==> src/rtl/key_event_pkg.sv <==
// Shared types and constants for the key_event debounce/auto-repeat stage.
// Holds the FSM state enum, key code width, null key and a saturating increment.
package key_event_pkg;

  localparam int KEY_CODE_W = 5;
  localparam logic [KEY_CODE_W-1:0] KEY_NULL = 5'd0;

  typedef enum logic [2:0] {
    S_IDLE,
    S_DEBOUNCE,
    S_HELD,
    S_REPEAT,
    S_RELEASE
  } key_ev_state_t;

  function automatic logic [15:0] sat_inc(
    input logic [15:0] v
  );
    return (v == 16'hFFFF) ? v : v + 16'd1;
  endfunction

endpackage

==> src/rtl/ms_tick.sv <==
// Free-running prescaler producing a one-cycle tick every DIV clocks.
// Ports: mclk clock, rst sync active-high reset, tick terminal-count pulse.
module ms_tick #(
  parameter int DIV = 32000
) (
  input  logic mclk,
  input  logic rst,
  output logic tick
);

  localparam int W = (DIV > 1) ? $clog2(DIV) : 1;
  localparam logic [W-1:0] TERM = W'(DIV - 1);

  logic [W-1:0] cnt;

  always_ff @(posedge mclk) begin
    if (rst) begin
      cnt <= '0;
    end else if (cnt == TERM) begin
      cnt <= '0;
    end else begin
      cnt <= cnt + W'(1);
    end
  end

  assign tick = (cnt == TERM);

endmodule

==> src/rtl/key_event.sv <==
// Keypad debounce + auto-repeat with a one-entry valid/ready event buffer.
// Ports: mclk, rst, key_code in; ev_valid/ev_ready/ev_code/ev_repeat, held_code, ovf.
module key_event
  import key_event_pkg::*;
#(
  parameter int CLK_HZ          = 32_000_000,
  parameter int DEBOUNCE_MS     = 20,
  parameter int REPEAT_DELAY_MS = 500,
  parameter int REPEAT_RATE_MS  = 100
) (
  input  logic                  mclk,
  input  logic                  rst,
  input  logic [KEY_CODE_W-1:0] key_code,
  output logic                  ev_valid,
  input  logic                  ev_ready,
  output logic [KEY_CODE_W-1:0] ev_code,
  output logic                  ev_repeat,
  output logic [KEY_CODE_W-1:0] held_code,
  output logic                  ovf
);

  localparam logic [15:0] DB_T = 16'(DEBOUNCE_MS);
  localparam logic [15:0] RD_T = 16'(REPEAT_DELAY_MS);
  localparam logic [15:0] RR_T = 16'(REPEAT_RATE_MS);

  logic                  tick;
  logic [KEY_CODE_W-1:0] k_s;
  key_ev_state_t         state, state_n;
  logic [KEY_CODE_W-1:0] cand, cand_n;
  logic [15:0]           ms_cnt, cnt_n;
  logic [15:0]           inc;
  logic [15:0]           thr;
  logic [KEY_CODE_W-1:0] held_n;
  logic                  gen;
  logic                  gen_rep;

  ms_tick #(
    .DIV (CLK_HZ / 1000)
  ) u_tick (
    .mclk (mclk),
    .rst  (rst),
    .tick (tick)
  );

  always_ff @(posedge mclk) begin
    if (rst) begin
      k_s       <= KEY_NULL;
      state     <= S_IDLE;
      cand      <= KEY_NULL;
      ms_cnt    <= '0;
      held_code <= KEY_NULL;
    end else begin
      k_s       <= key_code;
      state     <= state_n;
      cand      <= cand_n;
      ms_cnt    <= cnt_n;
      held_code <= held_n;
    end
  end

  always_comb begin
    state_n = state;
    cand_n  = cand;
    cnt_n   = ms_cnt;
    gen     = 1'b0;
    gen_rep = 1'b0;
    inc     = sat_inc(ms_cnt);
    thr     = (state == S_HELD) ? RD_T : RR_T;
    unique case (state)
      S_IDLE: begin
        if (k_s != KEY_NULL) begin
          cand_n  = k_s;
          cnt_n   = '0;
          state_n = S_DEBOUNCE;
        end
      end
      S_DEBOUNCE: begin
        if (k_s == KEY_NULL) begin
          state_n = S_IDLE;
        end else if (k_s != cand) begin
          cand_n = k_s;
          cnt_n  = '0;
        end else if (tick) begin
          if (inc >= DB_T) begin
            gen     = 1'b1;
            cnt_n   = '0;
            state_n = S_HELD;
          end else begin
            cnt_n = inc;
          end
        end
      end
      S_HELD, S_REPEAT: begin
        if (k_s != cand) begin
          cnt_n   = '0;
          state_n = S_RELEASE;
        end else if (tick) begin
          if (inc >= thr) begin
            gen     = 1'b1;
            gen_rep = 1'b1;
            cnt_n   = '0;
            state_n = S_REPEAT;
          end else begin
            cnt_n = inc;
          end
        end
      end
      S_RELEASE: begin
        if (k_s == KEY_NULL) begin
          if (tick) begin
            if (inc >= DB_T) begin
              cnt_n   = '0;
              state_n = S_IDLE;
            end else begin
              cnt_n = inc;
            end
          end
        end else if (k_s == cand) begin
          // bounce back to the same key: resume hold, no new press
          cnt_n   = '0;
          state_n = S_HELD;
        end else begin
          // a different key must wait for a full release first
          cnt_n = '0;
        end
      end
      default: begin
        state_n = S_IDLE;
        cnt_n   = '0;
      end
    endcase
    held_n = ((state_n == S_HELD) || (state_n == S_REPEAT) ||
              (state_n == S_RELEASE)) ? cand_n : KEY_NULL;
  end

  always_ff @(posedge mclk) begin
    if (rst) begin
      ev_valid  <= 1'b0;
      ev_code   <= KEY_NULL;
      ev_repeat <= 1'b0;
      ovf       <= 1'b0;
    end else if (gen) begin
      if (!ev_valid || ev_ready) begin
        ev_valid  <= 1'b1;
        ev_code   <= cand;
        ev_repeat <= gen_rep;
      end else begin
        ovf <= 1'b1;
      end
    end else if (ev_valid && ev_ready) begin
      ev_valid <= 1'b0;
    end
  end

endmodule
==> config.mk <==
export PLATFORM = sky130hd
export DESIGN_NAME = key_event
export DESIGN_NICKNAME = d
export VERILOG_FILES = /design/src/rtl/key_event_pkg.sv /design/src/rtl/ms_tick.sv /design/src/rtl/key_event.sv
export SDC_FILE = /design/constraint.sdc
export NUM_CORES = 1
export LEC_CHECK = 0
export CORE_MARGIN = 2
export CORE_UTILIZATION = 30
export CTS_BUF_LIST = sky130_fd_sc_hd__clkbuf_16
export CTS_CLUSTER_DIAMETER = 100
export DETAILED_ROUTE_END_ITERATION = 7
export PLACE_DENSITY = 0.51
export SLEW_MARGIN = 5
export SYNTH_ARGS = -nofsm -noshare
export SYNTH_HDL_FRONTEND = slang
export SYNTH_SLANG_ARGS = --single-unit
==> constraint.sdc <==
create_clock -name mclk -period 3.98 [get_ports mclk]
set_clock_uncertainty 0.05 [all_clocks]
set_input_delay 0.796 -clock mclk [delete_from_list [all_inputs] [get_ports mclk]]
set_output_delay 0.796 -clock mclk [all_outputs]
set_load 0.05 [all_outputs]
Word-level counts from Yosys, hierarchy flattened
Index checks and enable logic that the tools add are counted.
{"block": "classes", "mux": 41, "eq_ne": 15, "shifts": 0, "bitwise_logic": 2, "addsub": 2, "reduce_logical": 16, "n_lt_le_gt_ge": 2, "div_mod_pow": 0, "multipliers": 0}
{"operator": "2-to-1 mux 16 bit", "n": 10}
{"operator": "case mux 16 bit (4 select lines)", "n": 1}
{"operator": "2-to-1 mux 3 bit", "n": 12}
{"operator": "adder 16 x 1 -> 16 bit, second input constant", "n": 1}
{"operator": "== test 16 bit, second input constant", "n": 1}
{"operator": "greater-or-equal comparator 16 x 5 -> 1 bit, second input constant", "n": 1}
{"operator": "greater-or-equal comparator 16 x 9 -> 1 bit", "n": 1}
{"operator": "adder 15 x 1 -> 15 bit, second input constant", "n": 1}
{"operator": "== test 15 bit, second input constant", "n": 1}
{"operator": "2-to-1 mux 5 bit", "n": 3}
{"operator": "== test 3 x 2 -> 1 bit, second input constant", "n": 4}
{"operator": "case mux 3 bit (4 select lines)", "n": 1}
{"operator": "2-to-1 mux 1 bit", "n": 11}
{"operator": "case mux 5 bit (2 select lines)", "n": 1}
{"operator": "2-to-1 mux 9 bit", "n": 1}
{"operator": "== test 3 bit, second input constant", "n": 2}
{"operator": "AND reduction 2 bit", "n": 3}
{"operator": "OR reduction 2 bit", "n": 3}
{"operator": "== test 5 bit", "n": 1}
{"operator": "zero test 5 bit", "n": 1}
{"operator": "!= test 5 bit", "n": 1}
{"operator": "nonzero test 5 bit", "n": 1}
{"operator": "!= test 2 bit, second input constant", "n": 2}
{"operator": "== test 3 x 1 -> 1 bit, second input constant", "n": 1}
{"operator": "10 further kinds", "n": 13}
{"block": "word_totals", "latch_bits": 0, "rom_bits": 0, "reg_bits": 57, "elab_cells": 88, "out_inout_bits": 13, "input_bits": 8, "n_memories": 0, "mem_bits_rw": 0}

Depth between registers and ports, before layout
Gate-level depths: netlist (run 1).
{"block": "depth", "word_depth": 13, "depth_mapped": 14, "depth_no_buf": 13}

Modules after synthesis
A second synthesis (run 1) with hierarchy kept.
{"block": "hier_totals", "cells_unflattened": 345, "hier_area_um2": 3007.9}
{"module": "key_event", "seq_area_each_um2": 840.8, "area_per_inst_um2": 2327.2, "instances": 1, "cells_each": 269}
{"module": "ms_tick", "seq_area_each_um2": 300.3, "area_per_inst_um2": 680.7, "instances": 1, "cells_each": 76}

Least setup slack after synthesis (run 1)
OpenSTA, ideal clock, no wires.
{"block": "synth_path", "path_type": "reg-to-reg", "from": "register ms_cnt[2]", "to": "register ms_cnt[2]", "required_time_ns": 3.844, "path_slack_ns": 1.107, "path_buffers": 1, "path_stages_with_launch": 15, "t_arrival_ns": 2.737, "setup_time_ns": 0.086, "cell_sequence": "dfxtp_1 buf_2 nand4_2 o41a_1 nand3_1 and2_1 nand2b_1 ha_1 nand2_1 a21oi_1 o2111ai_1 nand4_4 o32ai_2 o221ai_1 a211oi_1"}
{"block": "synth_via", "elab_chain_len": 8, "word_cells_on_any_way": 14, "classes_between": "1 x add/sub; 2 x order compare; 1 x eq/ne; 10 x mux"}
{"element": "from (decl)", "line": "key_event.sv:30", "text": "logic [15:0] ms_cnt, cnt_n;"}
{"element": "from (signal assigned)", "line": "key_event.sv:56", "text": "ms_cnt <= cnt_n;"}
{"element": "adder 16 x 1 -> 16 bit / == test 16 bit (equally long branches)", "line": "key_event_pkg.sv:19", "text": "return (v == 16'hFFFF) ? v : v + 16'd1;"}
{"element": "2-to-1 mux 16 bit", "line": "key_event_pkg.sv:19"}
{"element": "greater-or-equal comparator 16 x 5 -> 1 bit", "line": "key_event.sv:84, key_event.sv:111"}
{"element": "2-to-1 mux 16 bit", "line": "key_event.sv:84, key_event.sv:111"}
{"element": "2-to-1 mux 16 bit", "line": "key_event.sv:110", "text": "if (tick) begin"}
{"element": "2-to-1 mux 16 bit", "line": "key_event.sv:80", "text": "end else if (k_s != cand) begin"}
{"element": "2-to-1 mux 16 bit", "line": "key_event.sv:78", "text": "if (k_s == KEY_NULL) begin"}
{"element": "case mux 16 bit (4 select lines) *", "line": "key_event.sv:69", "text": "unique case (state)"}
Every way passes the cells marked *; elsewhere a longest branch is shown, timed or not. The select of a mux whose other input is x is not followed.
A chain may end at the register's enable or synchronous reset.

Final worst setup path (run 1)
{"block": "layout_path", "from": "register ms_cnt[3]", "to": "register ms_cnt[7]"}
{"block": "layout_via", "elab_chain_len": 8, "word_cells_on_any_way": 14, "classes_between": "1 x add/sub; 2 x order compare; 1 x eq/ne; 10 x mux"}
{"element": "adder 16 x 1 -> 16 bit / == test 16 bit (equally long branches)", "line": "key_event_pkg.sv:19"}
{"element": "2-to-1 mux 16 bit *", "line": "key_event_pkg.sv:19"}
{"element": "greater-or-equal comparator 16 x 5 -> 1 bit", "line": "key_event.sv:84, key_event.sv:111"}
{"element": "2-to-1 mux 16 bit", "line": "key_event.sv:84, key_event.sv:111"}
{"element": "2-to-1 mux 16 bit", "line": "key_event.sv:110"}
{"element": "2-to-1 mux 16 bit", "line": "key_event.sv:80"}
{"element": "2-to-1 mux 16 bit", "line": "key_event.sv:78"}
{"element": "case mux 16 bit (4 select lines) *", "line": "key_event.sv:69"}
Marks and branches as above.

==> summary.txt, run 1 <==
Run status
  • Outcome: finished, final reports clean

Floorplanning
  • Row count: 36
  • Die area: 0.0109 mm^2
  • Core area: 0.00977 mm^2
  • Die height: 104 um
  • Die width: 104 um
  • I/O pin total: 21
  • Initial Utilization: 30.8%

STA
  • Count of pins over their slew limit: 0
  • Number of setup violations in the final report: 0
  • Crit path time final: 3420 ps
  • RSZ-0062 raised after global routing: false
  • Fin crit share: 85.9%
  • Final setup TNS: 0 ps
  • Peak Freq: 292 MHz
  • Worst Tran Pin Value: 881 ps
  • Final Hold Viols: 0
  • Slew headroom: 41.2%

Worst setup path
  • Crit path max fanout: 11
  • Arr. time, crit path: 3590 ps
  • Critical path startpoint category: register
  • Crit path kind: reg2reg
  • Crit-path leading delay family: simple AND/OR/NAND/NOR gates
  • Worst path cell trace: nand4_2, o41a_1, nand3_1, and2_1, nand2b_1, ha_1, nand2_1, a21oi_1, o2111ai_1, nand4_4, nor2_1, a21oi_1, a2111oi_2
  • Crit-path slowest cell: o41a_1
  • Worst reg2reg setup slack: 560 ps
  • CP required: 4150 ps
  • CP Buf/Inv Count: 0
  • Most used cell along the critical path: a21oi_1
  • Critical Path Sink Type: register
  • Critical Path Max Stage Delay: 560 ps

Finish
  • Utilization after layout: 36.7%
  • Filler cells: 1039
  • Fin area: 0.00359 mm^2
  • Diode count: 0
  • Area Growth Syn to Fin: 19.0%
  • Multi-input logic area: 0.00176 mm^2
  • Seq. cell area: 0.00114 mm^2
  • Final #Nets: 389
  • Layout cell share with drive strength beyond 1: 7.37%

GRT
  • Initial antenna violation count: 0
  • Tot GR Track Use: 13.2%
  • Grt ovf: 0
  • Largest net degree at the start of global routing: 34
  • Vias in the first global route: 2584
  • First-pass GRT wire length: 11.9 mm

Logic synthesis
  • Cells after Synth: 360
  • Synth area leaders: dfxtp_1, nor2_1, nand2_1, xor2_1, nand3_1
  • EDFF count, synth: 0
  • Register bit count reported by yosys: 57
  • Syn Nets: 373
  • Post-synth ARST share: 0%
  • Mapped Area: 0.00301 mm^2
  • Seq/Total Area, Yosys: 37.9%
  • Post-synth top area share: 37.9%
  • Warning count from the yosys run: 0
  • Leading area contributor after synthesis: dfxtp_1
  • Post-Syn Area per Cell: 8.37 um^2
  • Most used DFF post-synth: dfxtp_1
  • Synth cell types: 59

Power
  • Cell Pwr Density: 382 mW/mm^2
  • Internal: 1.08 mW
  • Combinational power share: 5.1%
  • Clock Power Share: 51.8%
  • Switching share of power: 21.3%
  • P_leak: 1.31 nW
  • Worst VDD drop: 0.199 mV
  • Seq pwr share: 43.1%
  • P_sw: 292 uW

Placed design
  • DP Area: 0.00331 mm^2
  • Placer Congestion: 0.834
  • Post-DP HPWL: 4.88 mm
  • Port Buf Inserts: 20

Route
  • Drt pass-1 iters: 4
  • Antenna violation net count after detailed routing: 0
  • Routed vias/inst: 5.12
  • Drt drc: 0
  • Routed WL per cell: 13.2 um
  • Initial DRC count: 102
  • Via count: 2628
  • WL final: 6.77 mm

Clock tree
  • CTS clock-pin slew for the worst setup and hold paths: 50 ps
  • Clock root buffer: clkbuf_16
  • Clk_lat worst skew: 320 ps
  • CTS-repair resized insts: 0
  • Largest buffer count on any clock path: 2
  • Sink Count: 57
  • H-tree Lvls: 3
  • CTS buffer count: 9
  • Post-CTS setup buffer count: 0
  • CTS tree: built
  • Hold_buf cts: 0

Job
  • Max Cap Viol: 0

Min path
  • Hold crit path type: reg2reg
metal layers:
metal  share of wire (%)  vias up  global-route usage, %
met4                 2.2        0                   5.89
li1                    -     1328                      -
met3                 3.2       10                   3.57
met2                  46       45                   21.4
met1                  48     1245                   16.4
met5                   0        -                      0
metrics by stage:
step / setup slack [ps] / std cells / hold WS [ps] / power [mW]
after global placement: 565 / 498 / 397 / 0.671
after floorplan: 1110 / 360 / 381 / 0.649
after detailed placement: 583 / 498 / 401 / 0.671
final: 560 / 513 / 405 / 1.37
after global routing: 245 / 513 / 430 / 1.42
after CTS: 564 / 513 / 412 / 1.38
worst paths after layout:
kind,start,to,cells past startpoint
min,ev_code[2]$_SDFFE_PP0P_,ev_code[2]$_SDFFE_PP0P_,2
max,ms_cnt[3]$_SDFFE_PP0P_,ms_cnt[7]$_SDFFE_PP0P_,13
max reg2reg,ms_cnt[3]$_SDFFE_PP0P_,ms_cnt[7]$_SDFFE_PP0P_,13
min reg2reg,ev_code[2]$_SDFFE_PP0P_,ev_code[2]$_SDFFE_PP0P_,2
cell type report:
type                            instances  share of cell area (%)
Multi-Input combinational cell        279                    49.1
Sequential cell                        57                    31.8
Clock buffer                            9                    6.28
Timing Repair Buffer                   22                    6.00
Tap cell                              133                    4.64
Clock inverter                          6                    1.40
Inverter                                7                   0.733
Yosys cell counts, types with 5 or more instances:
master / n
nand3_1: 19
xor2_1: 13
a31oi_1: 5
ha_1: 5
nand4_1: 11
xnor2_1: 5
nor3_1: 6
and2_1: 7
o21ai_0: 7
inv_1: 7
dfxtp_1: 57
a21oi_1: 16
buf_4: 5
nand2_1: 34
clkbuf_1: 10
nor2b_1: 9
and3_1: 8
nand2b_1: 10
mux2i_1: 9
nor2_1: 52
worst min-delay path: stages (launching register included):
cell and delay [ps]:
dfxtp_1 300, nand2_1 50, mux2i_1 50
registers in the layout, summed over array words and instances (netlist names):
signal	cells
ms_cnt	16
u_tick.cnt	15
cand	5
ev_code	5
held_code	5
k_s	5
state	3
ev_repeat	1
ev_valid	1
ovf	1
power by group through the flow:
stage | Combinational (mW) | Clock (mW) | Sequential (mW)
2_1_floorplan | 0.0502 | 0 | 0.599
6_report | 0.0700 | 0.710 | 0.590
3_5_place_dp | 0.0703 | 0 | 0.601
4_1_cts | 0.0707 | 0.724 | 0.590
3_3_place_gp | 0.0705 | 0 | 0.601
5_1_grt | 0.0788 | 0.752 | 0.591
cell families after synthesis:
logic type	Yosys count	share of synthesized area, %
muxes	11	3.74
AOI/OAI and AO/OA	63	15.5
adders and majority gates	5	2.08
and+or+nand+nor	182	31.9
xor gates and xnor gates	18	5.23
buffers and inverters	24	3.69
DFF	57	37.9
cell usage in the layout, fill, tap and decap left out, drive strengths merged, types with 3 or more instances in the layout:
cell / instances
a21oi: 17
a31oi: 5
and2: 7
and3: 8
and4: 5
clkbuf: 9
clkdlybuf4s50: 20
clkinv: 5
dfxtp: 57
ha: 5
inv: 7
mux2i: 9
nand2: 34
nand2b: 10
nand3: 19
nand3b: 3
nand4: 14
nor2: 52
nor2b: 9
nor3: 6
nor4: 5
o211ai: 3
o21a: 3
o21ai: 7
o31ai: 3
or2: 3
or3: 3
xnor2: 5
xor2: 13
(Power assumes the default switching activity.)
==> run 2, diff against run 1 <==
--- a/config.mk
+++ b/config.mk
@@ -5,12 +5,14 @@
 export SDC_FILE = /design/constraint.sdc
 export NUM_CORES = 1
 export LEC_CHECK = 0
+export CELL_PAD_IN_SITES_DETAIL_PLACEMENT = 0
+export CELL_PAD_IN_SITES_GLOBAL_PLACEMENT = 1
 export CORE_MARGIN = 2
 export CORE_UTILIZATION = 30
 export CTS_BUF_LIST = sky130_fd_sc_hd__clkbuf_16
 export CTS_CLUSTER_DIAMETER = 100
 export DETAILED_ROUTE_END_ITERATION = 7
-export PLACE_DENSITY = 0.51
+export PLACE_DENSITY = 0.62
 export SLEW_MARGIN = 5
 export SYNTH_ARGS = -nofsm -noshare
 export SYNTH_HDL_FRONTEND = slang
==> summary.txt, run 2 (synthesis results as in run 1) <==
STA
  • Number of setup violations in the final report: 0 (unchanged)
  • Slew headroom: 42.3% (+1.1 points)
  • Count of pins over their slew limit: 0 (unchanged)
  • Final Hold Viols: 0 (unchanged)
  • Peak Freq: 288 MHz (-1.4%)
  • Fin crit share: 87.1% (+1.2 points)
  • Final setup TNS: 0 ps (unchanged)
  • Crit path time final: 3470 ps (+48.4 ps)
  • RSZ-0062 raised after global routing: false
  • Worst Tran Pin Value: 866 ps (-15.8 ps)

GRT
  • Tot GR Track Use: 13.5% (+0.30 points)
  • Grt ovf: 0 (unchanged)
  • First-pass GRT wire length: 11.9 mm (+0.35%)
  • Largest net degree at the start of global routing: 18 (-47%)
  • Initial antenna violation count: 0 (unchanged)
  • Vias in the first global route: 2426 (-6.1%)

Clock tree
  • CTS tree: built
  • H-tree Lvls: 3 (unchanged)
  • CTS buffer count: 9 (unchanged)
  • Largest buffer count on any clock path: 2 (unchanged)
  • Clock root buffer: clkbuf_16
  • Sink Count: 57 (unchanged)
  • CTS clock-pin slew for the worst setup and hold paths: 50 ps (about the same)
  • Clk_lat worst skew: 320 ps (about the same)
  • CTS-repair resized insts: 0 (unchanged)
  • Post-CTS setup buffer count: 0 (unchanged)
  • Hold_buf cts: 0 (unchanged)

Worst setup path
  • Critical Path Sink Type: register
  • Arr. time, crit path: 3660 ps (+70 ps)
  • Critical path startpoint category: register
  • Crit path kind: reg2reg
  • Crit path max fanout: 11 (unchanged)
  • CP required: 4170 ps (+20 ps)

Power
  • Cell Pwr Density: 379 mW/mm^2 (-0.82%)
  • P_sw: 334 uW (+15%)
  • Worst VDD drop: 0.277 mV (+40%)
  • Switching share of power: 24.4% (+3.1 points)
  • Seq pwr share: 43.0% (about the same)
  • Clock Power Share: 51.8% (about the same)
  • Internal: 1.03 mW (-4.0%)
  • P_leak: 1.32 nW (+0.94%)
  • Combinational power share: 5.2% (about the same)

Finish
  • Largest register FFs: 16 (unchanged)
  • Leading cell type in the layout, fill and taps excluded: dfxtp_1
  • Area Growth Syn to Fin: 19.9%
  • Diode count: 0 (unchanged)
  • Most frequent cells in the layout: dfxtp_1, nor2_1, nand2_1, clkdlybuf4s50_1, nand3_1
  • Utilization after layout: 37.0% (+0.28 points)
  • Regs by FF count: ms_cnt (16), u_tick.cnt (15)
  • Final #Nets: 392 (+0.77%)
  • Layout cell share with drive strength beyond 1: 9.38% (+2.0 points)
  • Fin area: 0.00361 mm^2 (+0.77%)
  • Largest Register: ms_cnt

Floorplanning
  • Die width: 104 um (unchanged)
  • Row count: 36 (unchanged)
  • Die area: 0.0109 mm^2 (unchanged)
  • Die height: 104 um (unchanged)
  • Core area: 0.00977 mm^2 (unchanged)
  • Initial Utilization: 30.8% (unchanged)
  • I/O pin total: 21 (unchanged)

Route
  • Initial DRC count: 71 (-30%)
  • Via count: 2611 (-0.65%)
  • Routed vias/inst: 5.05 (-1.4%)
  • WL final: 6.97 mm (+3.0%)
  • Antenna violation net count after detailed routing: 0 (unchanged)
  • Drt pass-1 iters: 4 (unchanged)
  • Routed WL per cell: 13.5 um (+2.2%)
  • Drt drc: 0 (unchanged)

Placed design
  • DP Area: 0.00333 mm^2 (+0.68%)
  • Placer Congestion: 0.792 (-5.1%)
  • Post-DP HPWL: 5.08 mm (+4.2%)
  • Port Buf Inserts: 20 (unchanged)

Run status
  • Outcome: finished, final reports clean

Job
  • Max Cap Viol: 0 (unchanged)

Min path
  • Hold crit path type: reg2reg
-- run 2: changes by cell type in the layout (fill, tap and decap cells not counted), sizes merged --
cell      change
buf           +3
clkinvlp      +2
inv           +2
clkinv        -2
bufinv        -1
-- run 2: layout make-up --
cell class                      instances  area (um^2)
Multi-Input combinational cell        279         1760
Timing Repair Buffer                   25          238
Tap cell                              133          166
Sequential cell                        57         1140
Inverter                                7         26.3
Clock inverter                          7         55.1
Fill cell                            1026         6160
Clock buffer                            9          225
-- run 2: worst paths after layout --
kind	startpoint	end	slack, ps	depth (start not counted)
setup / recovery	ms_cnt[2]$_SDFFE_PP0P_	ms_cnt[2]$_SDFFE_PP0P_	510	13
hold / removal	ev_code[0]$_SDFFE_PP0P_	ev_code[0]$_SDFFE_PP0P_	410	2
setup reg to reg	ms_cnt[2]$_SDFFE_PP0P_	ms_cnt[2]$_SDFFE_PP0P_	510	13
hold reg to reg	ev_code[0]$_SDFFE_PP0P_	ev_code[0]$_SDFFE_PP0P_	410	2
-- run 2: per-stage QoR --
stage / power (mW) / setup slack (ps) / std cells / hold slack [ps]
after floorplan: 0.649 / 1110 / 360 / 381
after global placement: 0.674 / 498 / 501 / 396
after global routing: 1.43 / 160 / 517 / 429
after CTS: 1.39 / 527 / 517 / 412
after detailed placement: 0.674 / 552 / 501 / 402
final: 1.37 / 512 / 517 / 407
-- run 2: layer usage --
metal	up-vias	track usage [%]	share of wire, %
met5	-	0	0
met4	0	4.63	1.4
met3	9	3.32	3.7
met2	42	21.1	46
met1	1216	18.2	49
li1	1344	-	-
-- run 2: power groups by stage --
stage                     Sequential (mW)  Clock [mW]  Combinational, mW
after detailed placement            0.601           0             0.0723
after global placement              0.601           0             0.0728
after global routing                0.590       0.763             0.0798
final                               0.589       0.708             0.0715
after floorplan                     0.599           0             0.0502
after CTS                           0.589       0.733             0.0727
-- run 2: critical path, stage by stage, from the launching register on --
cell	delay, ps
dfxtp_1	560
nand4_2	310
o41a_1	570
nand3_1	150
and2_1	170
nand2b_1	120
ha_1	230
nand2_1	60
a21oi_1	60
o2111ai_1	130
nand4_4	180
o32ai_2	380
o221ai_1	170
a211oi_1	240
==> run 3, diff against run 2 <==
--- a/config.mk
+++ b/config.mk
@@ -8,11 +8,11 @@
 export CELL_PAD_IN_SITES_DETAIL_PLACEMENT = 0
 export CELL_PAD_IN_SITES_GLOBAL_PLACEMENT = 1
 export CORE_MARGIN = 2
-export CORE_UTILIZATION = 30
+export CORE_UTILIZATION = 35
 export CTS_BUF_LIST = sky130_fd_sc_hd__clkbuf_16
 export CTS_CLUSTER_DIAMETER = 100
 export DETAILED_ROUTE_END_ITERATION = 7
-export PLACE_DENSITY = 0.62
+export PLACE_DENSITY = 0.7
 export SLEW_MARGIN = 5
 export SYNTH_ARGS = -nofsm -noshare
 export SYNTH_HDL_FRONTEND = slang
==> summary.txt, run 3 (synthesis results as in run 1) <==
STA
  • Final setup TNS: 0 ps (unchanged)
  • Hold_ws: 402 ps (-5.11 ps)
  • RSZ-0062 raised after global routing: false
  • Number of setup violations in the final report: 0 (unchanged)
  • Fin crit share: 86.6% (-0.58 points)
  • Count of pins over their slew limit: 0 (unchanged)
  • Slew headroom: 40.4% (-1.8 points)
  • Final Hold Viols: 0 (unchanged)
  • Peak Freq: 290 MHz (+0.67%)
  • Worst Tran Pin Value: 893 ps (+27.7 ps)
  • Crit path time final: 3450 ps (-22.9 ps)

Worst setup path
  • Worst reg2reg setup slack: 530 ps (+20 ps)
  • Crit path max fanout: 11 (unchanged)
  • Arr. time, crit path: 3610 ps (-50 ps)
  • CP required: 4150 ps (-20 ps)
  • Crit-path slowest cell: o41a_1
  • Most used cell along the critical path: a21oi_1
  • Critical path startpoint category: register
  • Reg2reg path depth: 13 (unchanged)
  • Worst path cell trace: nand4_2, o41a_1, nand3_1, and2_1, nand2b_1, ha_1, nand2_1, a21oi_1, o2111ai_1, nand4_4, nor2_1, a21oi_1, a2111oi_2
  • Crit-path leading delay family: simple AND/OR/NAND/NOR gates
  • Crit path kind: reg2reg
  • CP Buf/Inv Count: 0 (unchanged)
  • Origin of the critical flop-to-flop path: ms_cnt[3]$_SDFFE_PP0P_
  • Critical Path Max Stage Delay: 560 ps (about the same)
  • R2R Path End: ms_cnt[7]$_SDFFE_PP0P_
  • Critical Path Sink Type: register
  • CP Launch Point: ms_cnt[3]$_SDFFE_PP0P_

Clock tree
  • CTS clock-pin slew for the worst setup and hold paths: 50 ps (about the same)
  • CTS-repair resized insts: 0 (unchanged)
  • CTS buffer count: 9 (unchanged)
  • Largest buffer count on any clock path: 2 (unchanged)
  • H-tree Lvls: 3 (unchanged)
  • Clk_lat worst skew: 330 ps (about the same)
  • Post-CTS setup buffer count: 0 (unchanged)
  • Clock root buffer: clkbuf_16
  • CTS tree: built
  • Sink Count: 57 (unchanged)
  • Hold_buf cts: 0 (unchanged)

Placed design
  • Port Buf Inserts: 20 (unchanged)
  • Placer Congestion: 0.847 (+7.0%)
  • Post-DP HPWL: 4.98 mm (-2.1%)
  • Dpl cells: 470 (-6.2%)
  • DP Area: 0.00328 mm^2 (-1.7%)

Route
  • Drt drc: 0 (unchanged)
  • Drt pass-1 iters: 4 (unchanged)
  • Initial DRC count: 72 (+1.4%)
  • Routed WL per cell: 14.0 um (+3.6%)
  • Antenna violation net count after detailed routing: 0 (unchanged)
  • Routed vias/inst: 5.34 (+5.8%)
  • Via count: 2596 (-0.57%)
  • WL final: 6.79 mm (-2.6%)

Min path
  • Worst Hold Depth: 2 (unchanged)
  • Hold crit path type: reg2reg
  • Worst hold endpoint: ev_code[2]$_SDFFE_PP0P_
  • Hold Path Origin: ev_code[2]$_SDFFE_PP0P_

GRT
  • Grt ovf: 0 (unchanged)
  • Vias in the first global route: 2481 (+2.3%)
  • Largest net degree at the start of global routing: 21 (+3)
  • First-pass GRT wire length: 11.4 mm (-4.3%)
  • Initial antenna violation count: 0 (unchanged)
  • Tot GR Track Use: 14.7% (+1.2 points)

Finish
  • Leading cell type in the layout, fill and taps excluded: dfxtp_1
  • Final #Nets: 389 (-0.77%)
  • Most frequent cells in the layout: dfxtp_1, nor2_1, nand2_1, clkdlybuf4s50_1, nand3_1
  • Multi-input logic area: 0.00176 mm^2 (unchanged)
  • Largest Register: ms_cnt
  • Fin area: 0.00356 mm^2 (-1.4%)
  • Post-Layout Cell Count: 486 (-6.0%)
  • Regs by FF count: ms_cnt (16), u_tick.cnt (15)
  • Area Growth Syn to Fin: 18.2%
  • Largest register FFs: 16 (unchanged)
  • Seq. cell area: 0.00114 mm^2 (unchanged)
  • Layout cell share with drive strength beyond 1: 8.14% (-1.2 points)
  • Filler cells: 834 (-19%)
  • Diode count: 0 (unchanged)

Floorplanning
  • Die area: 0.00937 mm^2 (-14%)
  • Row count: 33 (-8.3%)
  • I/O pin total: 21 (unchanged)
  • Die width: 96.8 um (-7.1%)
  • Core area: 0.00830 mm^2 (-15%)
  • Die height: 96.8 um (-7.1%)
  • Initial Utilization: 36.3% (+5.5 points)

Power
  • Cell Pwr Density: 392 mW/mm^2 (+3.4%)
  • Worst VDD drop: 0.259 mV (-6.6%)
  • P_leak: 1.31 nW (-0.61%)
  • Total power draw: 1.40 mW (+2.0%)

Job
  • Max Cap Viol: 0 (unchanged)

Run status
  • Outcome: finished, final reports clean
## run 3: changes by cell type in the layout (fill, tap and decap cells not counted)
cell | before | now
buf_4 | 5 | 2
bufinv_16 | 0 | 1
clkinv_1 | 0 | 1
clkinv_2 | 1 | 2
clkinv_4 | 2 | 0
inv_1 | 7 | 8
inv_6 | 2 | 0
## run 3: layout make-up
cell class	instances	area share [%]
tap	105	3.69
clock inverter	7	1.76
multi-input combinational	279	49.4
timing repair buffer	22	6.04
inverter	7	0.737
clock buffer	9	6.32
sequential	57	32.0
## run 3: worst max-delay path by stage
stage,endpoint,slack (ps),cells past startpoint
global placement,ms_cnt[2]$_SDFFE_PP0P_,560,13
floorplan,ms_cnt[2]$_SDFFE_PP0P_,1110,14
finish,ms_cnt[7]$_SDFFE_PP0P_,530,13
detailed placement,ms_cnt[2]$_SDFFE_PP0P_,580,13
CTS,ms_cnt[2]$_SDFFE_PP0P_,550,13
global route,ms_cnt[2]$_SDFFE_PP0P_,220,13
## run 3: worst min-delay path, stage by stage, from the launching register on
cell	delay, ps
dfxtp_1	310
nand2_1	50
mux2i_1	50
## run 3: metal layers
layer	GRT usage [%]	vias up	part of all wire (%)
met1	18.3	1213	48
li1	-	1322	-
met5	0	-	0
met4	7.58	0	2.2
met2	24.1	50	47
met3	2.89	11	3.2
## run 3: through the flow
stage,setup WS [ps],utilization [%]
2_1_floorplan,1110,-
3_3_place_gp,556,39.5
3_5_place_dp,579,39.5
4_1_cts,553,42.9
5_1_grt,221,42.9
6_report,535,42.9
## run 3: power by group
part           internal (mW)  switching, mW
logic                 0.0284         0.0422
registers              0.581        0.00852
clock network          0.476          0.260
total                   1.09          0.311
